`src/rtl/rv_fetch_pkg.sv`:
```
// Shared types and constants for the RV32I fetch stage.
package rv_fetch_pkg;

    localparam int unsigned XLEN   = 32;
    localparam int unsigned OPC_W  = 7;
    localparam int unsigned FUN3_W = 3;

    localparam logic [OPC_W-1:0] OPC_R      = 7'b0110011;
    localparam logic [OPC_W-1:0] OPC_I      = 7'b0010011;
    localparam logic [OPC_W-1:0] OPC_LOAD   = 7'b0000011;
    localparam logic [OPC_W-1:0] OPC_STORE  = 7'b0100011;
    localparam logic [OPC_W-1:0] OPC_BRANCH = 7'b1100011;
    localparam logic [OPC_W-1:0] OPC_JAL    = 7'b1101111;
    localparam logic [OPC_W-1:0] OPC_JALR   = 7'b1100111;
    localparam logic [OPC_W-1:0] OPC_LUI    = 7'b0110111;
    localparam logic [OPC_W-1:0] OPC_AUIPC  = 7'b0010111;

    localparam logic [XLEN-1:0] NOP_INSTR = 32'h0000_0013;

    typedef enum logic [1:0] {
        ST_IDLE    = 2'd0,
        ST_WAIT    = 2'd1,
        ST_DISCARD = 2'd2
    } fetch_state_e;

    // Pre-decoded control fields handed to the decoder.
    typedef struct packed {
        logic              r_type;
        logic              i_type;
        logic              load;
        logic              store;
        logic              branch;
        logic              jal;
        logic              jalr;
        logic              lui;
        logic              auipc;
        logic [FUN3_W-1:0] fun3;
        logic              fun7;
        logic              illegal;
    } predecode_t;

endpackage

```
`src/rtl/fetch_unit_if.sv`:
```
// Instruction memory request/response bus.
interface fetch_unit_if;
    import rv_fetch_pkg::*;

    logic            imem_req;
    logic [XLEN-1:0] imem_addr;
    logic            imem_valid;
    logic [XLEN-1:0] imem_rdata;

    modport master (output imem_req, imem_addr, input imem_valid, imem_rdata);
    modport slave  (input imem_req, imem_addr, output imem_valid, imem_rdata);
endinterface

```
`src/rtl/fetch_predecode.sv`:
```
// Combinational opcode-class / field extraction for one instruction word.
module fetch_predecode
    import rv_fetch_pkg::*;
(
    input  logic [XLEN-1:0] instr,
    output predecode_t      pd_c
);

    logic [OPC_W-1:0] opc;
    logic             unused_bits;

    assign opc         = instr[OPC_W-1:0];
    assign unused_bits = ^{instr[31], instr[29:15], instr[11:7]};

    // Class flags are one-hot; fun7 only meaningful for R-type and srli/srai.
    always_comb begin
        pd_c      = '0;
        pd_c.fun3 = instr[14:12];
        case (opc)
            OPC_R: begin
                pd_c.r_type = 1'b1;
                pd_c.fun7   = instr[30];
            end
            OPC_I: begin
                pd_c.i_type = 1'b1;
                pd_c.fun7   = (instr[14:12] == 3'b101) ? instr[30] : 1'b0;
            end
            OPC_LOAD:   pd_c.load    = 1'b1;
            OPC_STORE:  pd_c.store   = 1'b1;
            OPC_BRANCH: pd_c.branch  = 1'b1;
            OPC_JAL:    pd_c.jal     = 1'b1;
            OPC_JALR:   pd_c.jalr    = 1'b1;
            OPC_LUI:    pd_c.lui     = 1'b1;
            OPC_AUIPC:  pd_c.auipc   = 1'b1;
            default:    pd_c.illegal = 1'b1;
        endcase
    end

endmodule

```
`src/rtl/fetch_unit.sv`:
```
// Fetch stage: PC, single-outstanding imem handshake, IF/ID register with one-entry skid, pre-decode.
module fetch_unit
    import rv_fetch_pkg::*;
#(
    parameter logic [XLEN-1:0] RESET_PC = 32'h0000_0000
) (
    input  logic              clk,
    input  logic              rst,
    fetch_unit_if.master      imem,
    input  logic              stall,
    input  logic              redirect_valid,
    input  logic [XLEN-1:0]   redirect_pc,
    output logic              if_valid,
    output logic [XLEN-1:0]   if_instr,
    output logic [XLEN-1:0]   if_pc,
    output logic [XLEN-1:0]   if_pc_plus4,
    output logic              r_type,
    output logic              i_type,
    output logic              load,
    output logic              store,
    output logic              branch,
    output logic              jal,
    output logic              jalr,
    output logic              lui,
    output logic              auipc,
    output logic [FUN3_W-1:0] fun3,
    output logic              fun7,
    output logic              illegal
);

    fetch_state_e    state_q, state_d;
    logic [XLEN-1:0] pc_q;
    logic            skid_valid_q;
    logic [XLEN-1:0] skid_instr_q;
    logic [XLEN-1:0] skid_pc_q;
    predecode_t      if_pd_q;

    logic            consume;
    logic            issue;
    logic            load_resp;
    logic            load_skid;
    logic            cap_skid;
    logic            clear_if;
    logic [XLEN-1:0] load_instr;
    logic [XLEN-1:0] load_pc;
    predecode_t      load_pd;

    // Next state and datapath controls; redirect overrides everything.
    always_comb begin
        state_d   = state_q;
        issue     = 1'b0;
        load_resp = 1'b0;
        load_skid = 1'b0;
        cap_skid  = 1'b0;
        clear_if  = 1'b0;
        consume   = if_valid & ~stall;

        if (redirect_valid) begin
            // Any still-outstanding response must be dropped when it lands.
            state_d = (state_q != ST_IDLE && !imem.imem_valid) ? ST_DISCARD : ST_IDLE;
        end else begin
            if (skid_valid_q && (consume || !if_valid)) begin
                load_skid = 1'b1;
            end else if (consume) begin
                clear_if = 1'b1;
            end

            case (state_q)
                ST_IDLE: begin
                    if (!skid_valid_q) begin
                        issue   = 1'b1;
                        state_d = ST_WAIT;
                    end
                end
                ST_WAIT: begin
                    if (imem.imem_valid) begin
                        if ((!if_valid || consume) && !skid_valid_q) begin
                            load_resp = 1'b1;
                            clear_if  = 1'b0;
                            issue     = 1'b1;
                            state_d   = ST_WAIT;
                        end else begin
                            cap_skid = 1'b1;
                            state_d  = ST_IDLE;
                        end
                    end
                end
                ST_DISCARD: begin
                    if (imem.imem_valid) begin
                        state_d = ST_IDLE;
                    end
                end
                default: state_d = ST_IDLE;
            endcase
        end
    end

    // FSM state register.
    always_ff @(posedge clk or negedge rst) begin
        if (!rst) begin
            state_q <= ST_IDLE;
        end else begin
            state_q <= state_d;
        end
    end

    // PC and request issue; imem_addr doubles as the pc of the outstanding response.
    always_ff @(posedge clk or negedge rst) begin
        if (!rst) begin
            pc_q           <= RESET_PC;
            imem.imem_req  <= 1'b0;
            imem.imem_addr <= RESET_PC;
        end else begin
            imem.imem_req <= issue;
            if (issue) begin
                imem.imem_addr <= pc_q;
            end
            if (redirect_valid) begin
                pc_q <= redirect_pc & ~XLEN'(3);
            end else if (issue) begin
                pc_q <= pc_q + XLEN'(4);
            end
        end
    end

    // One-entry skid holding a response that arrived while IF/ID was stalled.
    always_ff @(posedge clk or negedge rst) begin
        if (!rst) begin
            skid_valid_q <= 1'b0;
            skid_instr_q <= NOP_INSTR;
            skid_pc_q    <= RESET_PC;
        end else if (redirect_valid) begin
            skid_valid_q <= 1'b0;
        end else if (cap_skid) begin
            skid_valid_q <= 1'b1;
            skid_instr_q <= imem.imem_rdata;
            skid_pc_q    <= imem.imem_addr;
        end else if (load_skid) begin
            skid_valid_q <= 1'b0;
        end
    end

    assign load_instr = load_skid ? skid_instr_q : imem.imem_rdata;
    assign load_pc    = load_skid ? skid_pc_q : imem.imem_addr;

    fetch_predecode u_predecode (
        .instr (load_instr),
        .pd_c  (load_pd)
    );

    // IF/ID register; pre-decode fields are zeroed whenever it holds a bubble.
    always_ff @(posedge clk or negedge rst) begin
        if (!rst) begin
            if_valid    <= 1'b0;
            if_instr    <= NOP_INSTR;
            if_pc       <= RESET_PC;
            if_pc_plus4 <= RESET_PC + XLEN'(4);
            if_pd_q     <= '0;
        end else if (redirect_valid) begin
            if_valid <= 1'b0;
            if_pd_q  <= '0;
        end else if (load_skid || load_resp) begin
            if_valid    <= 1'b1;
            if_instr    <= load_instr;
            if_pc       <= load_pc;
            if_pc_plus4 <= load_pc + XLEN'(4);
            if_pd_q     <= load_pd;
        end else if (clear_if) begin
            if_valid <= 1'b0;
            if_pd_q  <= '0;
        end
    end

    assign r_type  = if_pd_q.r_type;
    assign i_type  = if_pd_q.i_type;
    assign load    = if_pd_q.load;
    assign store   = if_pd_q.store;
    assign branch  = if_pd_q.branch;
    assign jal     = if_pd_q.jal;
    assign jalr    = if_pd_q.jalr;
    assign lui     = if_pd_q.lui;
    assign auipc   = if_pd_q.auipc;
    assign fun3    = if_pd_q.fun3;
    assign fun7    = if_pd_q.fun7;
    assign illegal = if_pd_q.illegal;

endmodule

```
`src/flat_wrapper.sv`:
```
// flat-port wrapper written by rule: the top's interface ports become plain ports
module fetch_unit_flat import rv_fetch_pkg::*;
#(
    parameter logic [XLEN-1:0] RESET_PC = 32'h0000_0000
)
  (clk, rst, stall, redirect_valid, redirect_pc, if_valid, if_instr, if_pc, if_pc_plus4, r_type, i_type, load, store, branch, jal, jalr, lui, auipc, fun3, fun7, illegal, imem_imem_req, imem_imem_addr, imem_imem_valid, imem_imem_rdata);
  fetch_unit_if imem_i ();
  input  logic clk;
  input  logic rst;
  input  logic stall;
  input  logic redirect_valid;
  input  logic [XLEN-1:0] redirect_pc;
  output logic if_valid;
  output logic [XLEN-1:0] if_instr;
  output logic [XLEN-1:0] if_pc;
  output logic [XLEN-1:0] if_pc_plus4;
  output logic r_type;
  output logic i_type;
  output logic load;
  output logic store;
  output logic branch;
  output logic jal;
  output logic jalr;
  output logic lui;
  output logic auipc;
  output logic [FUN3_W-1:0] fun3;
  output logic fun7;
  output logic illegal;
  output wire logic [$bits(imem_i.imem_req)-1:0] imem_imem_req;
  output wire logic [$bits(imem_i.imem_addr)-1:0] imem_imem_addr;
  input wire logic [$bits(imem_i.imem_valid)-1:0] imem_imem_valid;
  input wire logic [$bits(imem_i.imem_rdata)-1:0] imem_imem_rdata;
  assign imem_imem_req = imem_i.imem_req;
  assign imem_imem_addr = imem_i.imem_addr;
  assign imem_i.imem_valid = imem_imem_valid;
  assign imem_i.imem_rdata = imem_imem_rdata;
  fetch_unit #(.RESET_PC(RESET_PC)) u_core (.clk(clk), .rst(rst), .imem(imem_i), .stall(stall), .redirect_valid(redirect_valid), .redirect_pc(redirect_pc), .if_valid(if_valid), .if_instr(if_instr), .if_pc(if_pc), .if_pc_plus4(if_pc_plus4), .r_type(r_type), .i_type(i_type), .load(load), .store(store), .branch(branch), .jal(jal), .jalr(jalr), .lui(lui), .auipc(auipc), .fun3(fun3), .fun7(fun7), .illegal(illegal));
endmodule
```
`config.mk`:
```
export PLATFORM = sky130hd
export DESIGN_NAME = fetch_unit_flat
export DESIGN_NICKNAME = d
export VERILOG_FILES = /design/src/rtl/rv_fetch_pkg.sv /design/src/rtl/fetch_unit_if.sv /design/src/rtl/fetch_predecode.sv /design/src/rtl/fetch_unit.sv /design/src/flat_wrapper.sv
export SDC_FILE = /design/constraint.sdc
export NUM_CORES = 1
export LEC_CHECK = 0
export CAP_MARGIN = 20
export CORE_MARGIN = 8
export CORE_UTILIZATION = 55
export CTS_CLUSTER_DIAMETER = 50
export DETAILED_ROUTE_END_ITERATION = 10
export PLACE_DENSITY = 0.88
export RECOVER_POWER = 100
export SLEW_MARGIN = 20
export SYNTH_ARGS = -nofsm -noshare
export SYNTH_HDL_FRONTEND = slang
export SYNTH_SLANG_ARGS = --single-unit
```
`constraint.sdc`:
```
create_clock -name clk -period 4.65 [get_ports clk]
set_input_delay 0.93 -clock clk [delete_from_list [all_inputs] [get_ports clk]]
set_output_delay 0.93 -clock clk [all_outputs]
set_load 0.005 [all_outputs]
```
; Word level (Yosys, flattened, before mapping)
; Index checks and enable logic that the tools add are counted.
[classes]
n_mul = 0
bitwise_logic = 3
shifts = 0
n_div = 0
eq_ne = 15
reduce_logical = 17
magnitude_cmp = 0
n_addsub = 2
muxes = 51
[op_table]
columns = cell, count
row1 = 2-to-1 mux 32 bit, 4
row2 = "adder 32 x 3 -> 32 bit, second input constant", 2
row3 = 2-to-1 mux 14 bit, 3
row4 = 2-to-1 mux 1 bit, 36
row5 = "equality test 7 x 6 -> 1 bit, second input constant", 3
row6 = "equality test 7 bit, second input constant", 3
row7 = "equality test 7 x 5 -> 1 bit, second input constant", 2
row8 = 2-to-1 mux 2 bit, 5
row9 = "!= test 3 bit, second input constant", 3
row10 = OR reduction 9 bit, 1
row11 = "equality test 7 x 2 -> 1 bit, second input constant", 1
row12 = one-hot mux 2 bit (3 select lines), 1
row13 = nonzero test 3 bit, 2
row14 = one-hot mux 1 bit (2 select lines), 2
row15 = AND reduction 2 bit, 2
row16 = nonzero test 2 bit, 2
row17 = "equality test 3 bit, second input constant", 1
row18 = logical AND 1 bit, 3
row19 = zero test 1 bit, 3
row20 = AND reduction 3 bit, 1
row21 = "equality test 2 x 1 -> 1 bit, second input constant", 1
row22 = "equality test 2 bit, second input constant", 1
row23 = zero test 2 bit, 1
row24 = logical OR 1 bit, 2
row25 = other kinds (2), 3
[totals]
mem_bits_rw = 0
latchBits = 0
n_memories = 0
romBits = 0
input_bits = 69
reg_bits = 243
wordCells = 111
output_inout_bits = 144

; Logic depth before layout (Yosys ltp)
[logic_depth]
ltp_word = 12
depth_mapped = 14
ltp_nobuf = 9

; Cells and area by module
; A second synthesis with hierarchy kept.
[hier_totals]
cells_unflattened = 1097
area_unflattened_um2 = 11041.8
[modules_own_cells]
columns = module, cells_each, area_each_um2, n_inst, seq_area_each_um2
row1 = fetch_unit, 1070, 10877.9, 1, 5839.4
row2 = fetch_predecode, 27, 163.9, 1, 0.0

; Worst setup path after synthesis
; OpenSTA, ideal clock, no wires.
[synth_timing]
kind = input -> register
start = input redirect_valid
end = register u_core.if_pc_plus4[22]
setup_slack_ns = 1.427
stages = 12
t_arrival_ns = 3.100
setup_time_ns = 0.124
path_cell_list = buf_6 a21o_1 buf_6 buf_6 buf_6 o21ai_0 nand2_1 ha_1 and3_1 a31oi_1 nor4_1 a211o_1
[synth_via]
elab_chain_len = 3
word_cells_on_any_way = 7
classes_between = add/sub (1) / mux (3) / bitwise (1) / reduce/logical (2)
[synth_lines]
columns = element, line
row1 = "start, declared", flat_wrapper.sv:11  ; input logic redirect_valid;
row2 = 2-to-1 mux 1 bit, fetch_unit.sv:58  ; if (redirect_valid) begin
row3 = 2-to-1 mux 32 bit, fetch_unit.sv:144  ; assign load_pc = load_skid ? skid_pc_q : imem.imem_addr;
row4 = named net u_core.load_pc[2], fetch_unit.sv:45  ; logic [XLEN-1:0] load_pc;
row5 = adder 32 x 3 -> 32 bit, fetch_unit.sv:166  ; if_pc_plus4 <= load_pc + XLEN'(4);
row6 = "end signal, assigned", fetch_unit.sv:157  ; if_pc_plus4 <= RESET_PC + XLEN'(4);
row7 = "end signal, assigned", fetch_unit.sv:166
row8 = "end, declared", fetch_unit.sv:16  ; output logic [XLEN-1:0] if_pc_plus4,
; The timed path passes the listed nets, and every way through them passes these cells.
; A chain may end at the register's enable or synchronous reset.

; Worst setup path after layout
[layout_timing]
start = input stall
end = register u_core.if_pc_plus4[23]
[layout_via]
elab_chain_len = 10
word_cells_on_any_way = 15
classes_between = add/sub (1) / mux (7) / bitwise (2) / reduce/logical (5)
[layout_lines]
columns = element, line
row1 = "start, declared", flat_wrapper.sv:10  ; input logic stall;
row2 = NOT 1 bit *, fetch_unit.sv:56  ; consume = if_valid & ~stall;
row3 = bitwise AND 1 bit *, fetch_unit.sv:56
row4 = logical OR 1 bit *, "fetch_unit.sv:62, fetch_unit.sv:77"
row5 = branches (longest 7 deep; another with adder 32 x 3 -> 32 bit), n/a
; Every way passes the cells marked *.

==> impl_summary.md <==
Placed design
Once placement finished, the instance area stood at 0.0138 sq mm. At the end of routability-driven placement, the weighted congestion stood at between 0.9 and 1. In this run the tool buffered the top-level ports with 204 buffer cells. The pre-CTS setup slack is about 0.8 ns. After legalization and detailed placement, the total HPWL measured around 23 mm. The cell count after placement is 1546.

Floorplan
The region available for standard cell placement spans roughly 0.021 sq mm. The die is approximately 160 microns wide. The initial utilization of the core area, before any placement, comes to about 55%. The die area is ~0.026 sq mm. From bottom edge to top edge, the die measures 161 microns. During I/O placement, the number of pins put on the boundary was 213. The number of rows in the core area is 53.

Power
The static leakage is 6.31 nW. The final total power is 6.32 mW. The worst IR drop on VDD is 0.000247 V. The power density over the cells is 437 mW/mm^2.

Clock tree
After clock tree synthesis, the clock-pin slew on the worst setup and hold paths is 0.06 ns. The root cell of the clock tree is sky130_fd_sc_hd__clkbuf_16. No sink is reached through more buffers than the 3 on the longest clock path. TritonCTS built the clock tree. The count of hold buffers inserted by post-cts repair is 0. The number of levels the H-tree was split into is 1. After clock tree synthesis, the setup repair step added 0 buffers. The post-CTS resize count is 0.

Counting every sink on the clock net gives ~230. The clock network latency to the later pin of the worst-skew pair is 0.51 ns. The clock buffer count from CTS is 24.

Critical path
The worst setup path is captured at a flop. The kind of critical path is in2reg. The worst reg-to-reg path cell count is 7. The reg-to-reg endpoint is u_core.if_pc_plus4[18].

The origin of the critical flop-to-flop path is u_core.skid_valid_q. The peak fanout along the critical path is 49. Data on the critical path arrives at its endpoint at 4.26 ns. Across all register-to-register paths, the minimum setup slack is 1.42 ns. The nature of the critical path startpoint is an input port. The data required time of the critical path is 5.08 ns.

Detailed routing
Dividing the detail-routed via count by the number of cells gives 6.09. For this block, the via count after detailed routing is 9684. The wire length after detailed routing is 32.4 mm. In the routed design, unresolved DRC markers number 0. After the first detailed-routing iteration, the DRC count stood at 1063.

In this run the remaining antenna-violating nets after routing total 0. Dividing the detail-routed wire length by the instance count gives ~20 microns. The iteration count of the initial detailed-routing pass is 6.

Min path
The worst hold path terminates at u_core.fun3[2]. The class of the tightest hold or removal check is reg2reg. The worst hold path begins at u_core.fun3[2]. The worst hold path stage count is 1.

Finish
Once layout is complete, the cells apart from fillers number 1589. The end-of-flow core utilization is a little over two thirds. The area growth from synthesis to layout is 25.3%. The number of nets in the final layout is 1368. The finished cells cover 0.0145 sq mm. The number of fill cells is 1608. The ratio of cells with drive above 1 in the final layout is 13.3%. In the final layout, the multi-input gates occupy 0.00527 sq mm. Registers take 0.00584 sq mm.

Timing
The smallest hold slack is 0.471 ns. The number of endpoints failing setup at the final stage is 0. The number of endpoints with negative hold slack in the final report is 0.

Setup repair after global routing left no endpoint under its margin. The setup TNS is 0 ns. The final period demand of the worst path is 3.83 ns. Setup slack on the critical path of the routed design comes to 0.818 ns. The post-route clock skew is roughly 0.005 ns. The worst relative slew slack is -92.1%. The highest attainable clock frequency is 261 MHz. The share of the clock period used by the worst path after layout is 82.4%.

The number of max-slew violations in the final report came to 117. The actual slew at the worst max-slew pin is 2.88 ns.

Global routing
The global-route wire length before repair is ~53 mm. Entering global routing, the biggest net connects 118 pins. The number of global-route vias before repair is 9608. The total congestion overflow is 0. The global-route usage over all layers is 24.8%. The initial antenna violation count is 4.

Synth
The primary flip-flop cell chosen by synthesis mapping is sky130_fd_sc_hd__dfrtp_1. By count the netlist is led by sky130_fd_sc_hd__dfrtp_1 (226), sky130_fd_sc_hd__nand2_1 (175), sky130_fd_sc_hd__mux2_2 (95). In the post-synthesis netlist, the cell with the most instances is sky130_fd_sc_hd__dfrtp_1. Synthesis instantiated 82 different standard cells from the library.

The biggest area contributor in the post-synthesis netlist is sky130_fd_sc_hd__dfrtp_1. The async set-or-reset flop fraction in the synthesized netlist is 100%. The register area share after synthesis is between 50% and 60%.

Ranked by total cell area, the synthesized netlist is headed by sky130_fd_sc_hd__dfrtp_1 (49%), sky130_fd_sc_hd__mux2_2 (9.3%), sky130_fd_sc_hd__nand2_1 (5.7%). Counting flops with a built-in enable in the synthesized netlist gives 0. The number of cells produced by synthesis is about 1100. The number of storage elements in the synthesis netlist is 233. Of the post-synthesis cell area, the dominant cell type holds 48.9%. The synthesized cell area is between 0.01 and 0.015 sq mm. Averaged over all synthesized cells, the footprint is 10.3 sq um.

The number of warnings issued by yosys is 0.

Run
The tool flagged a number of max-cap violations equal to 1.

Outcome
The run finished, with violations left. The checks that failed: capacitance limit, slew limit.
-- placed cells by master, fill, tap and decap left out, drive strengths merged, types with 19 or more instances in the layout --
master         count
xnor2             23
mux2i             20
mux2              96
dlygate4sd3      140
nand4             25
and3              23
nor3              28
a21oi             19
clkbuf            40
nand3             32
a31oi             38
clkdlybuf4s50     62
nor2              61
nand2            175
o21ai             79
dfrtp            226
-- cells by family (layout without fill, tap and decap cells) --
family | after synthesis | in the layout | synth area share, %
and+or+nand+nor | 406 | 406 | 17.4
AOI/OAI and AO/OA | 241 | 241 | 14.3
DFF | 233 | 233 | 50.5
muxes | 116 | 116 | 11.1
buffers and inverters | 89 | 274 | 3.80
xor gates and xnor gates | 34 | 34 | 2.58
adders and majority gates | 2 | 2 | 0.217
other | 1 | 8 | 0.0325
-- power breakdown --
group / leakage [nW] / total, mW / switching [mW] / internal [mW]
Clock: 0.385 / 1.93 / 0.773 / 1.15
Sequential: 2.91 / 2.90 / 0.423 / 2.47
Combinational: 3.01 / 1.50 / 0.664 / 0.834
Total: 6.31 / 6.32 / 1.86 / 4.46
-- layer usage --
layer	wire length, microns	global-route usage [%]	part of all wire, %	up-vias
met1	13400	33.5	41	4694
met2	14900	38.2	46	462
met4	1260	10.5	3.9	4
met5	23	0	0.071	-
met3	2800	4.99	8.6	86
li1	-	-	-	4438
-- layout make-up --
cell class / instances / area share (%)
antenna: 2 / 0.0346
clock buffer: 32 / 4.78
clock inverter: 9 / 0.735
inverter: 10 / 0.259
multi-input combinational: 805 / 36.4
sequential: 233 / 40.3
tap: 275 / 2.38
timing repair buffer: 223 / 15.0
-- worst max-delay path, stage by stage --
cell and delay [ns]:
sky130_fd_sc_hd__dlygate4sd3_1 0.64, sky130_fd_sc_hd__a21oi_4 0.22, sky130_fd_sc_hd__buf_4 0.45, sky130_fd_sc_hd__o21ai_0 0.51
sky130_fd_sc_hd__clkbuf_1 0.69, sky130_fd_sc_hd__or4_1 0.70, sky130_fd_sc_hd__o211ai_1 0.11
-- flip-flops by register name (all words and copies together), names as in the netlist, 2 cells and up --
signal and flops:
u_core.fun3 3, u_core.if_instr 32, u_core.if_pc 30, u_core.if_pc_plus4 30
u_core.imem.imem_addr 30, u_core.pc_q 30, u_core.skid_instr_q 32, u_core.skid_pc_q 30
u_core.state_q 2
-- how the worst max path moves through the flow --
| stage | startpoint | end | slack [ns] | cells past startpoint |
|---|---|---|---|---|
| final | stall | u_core.if_pc_plus4[23] | 0.82 | 7 |
| after global routing | stall | u_core.if_pc_plus4[18] | 0.66 | 8 |
| after CTS | stall | u_core.if_pc_plus4[27] | 1.35 | 7 |
| after detailed placement | stall | u_core.if_pc_plus4[27] | 0.81 | 7 |
| after global placement | stall | u_core.if_pc_plus4[27] | 0.85 | 7 |
| after floorplan | redirect_valid | u_core.if_pc_plus4[22] | 1.43 | 12 |
(Power assumes the default switching activity.)
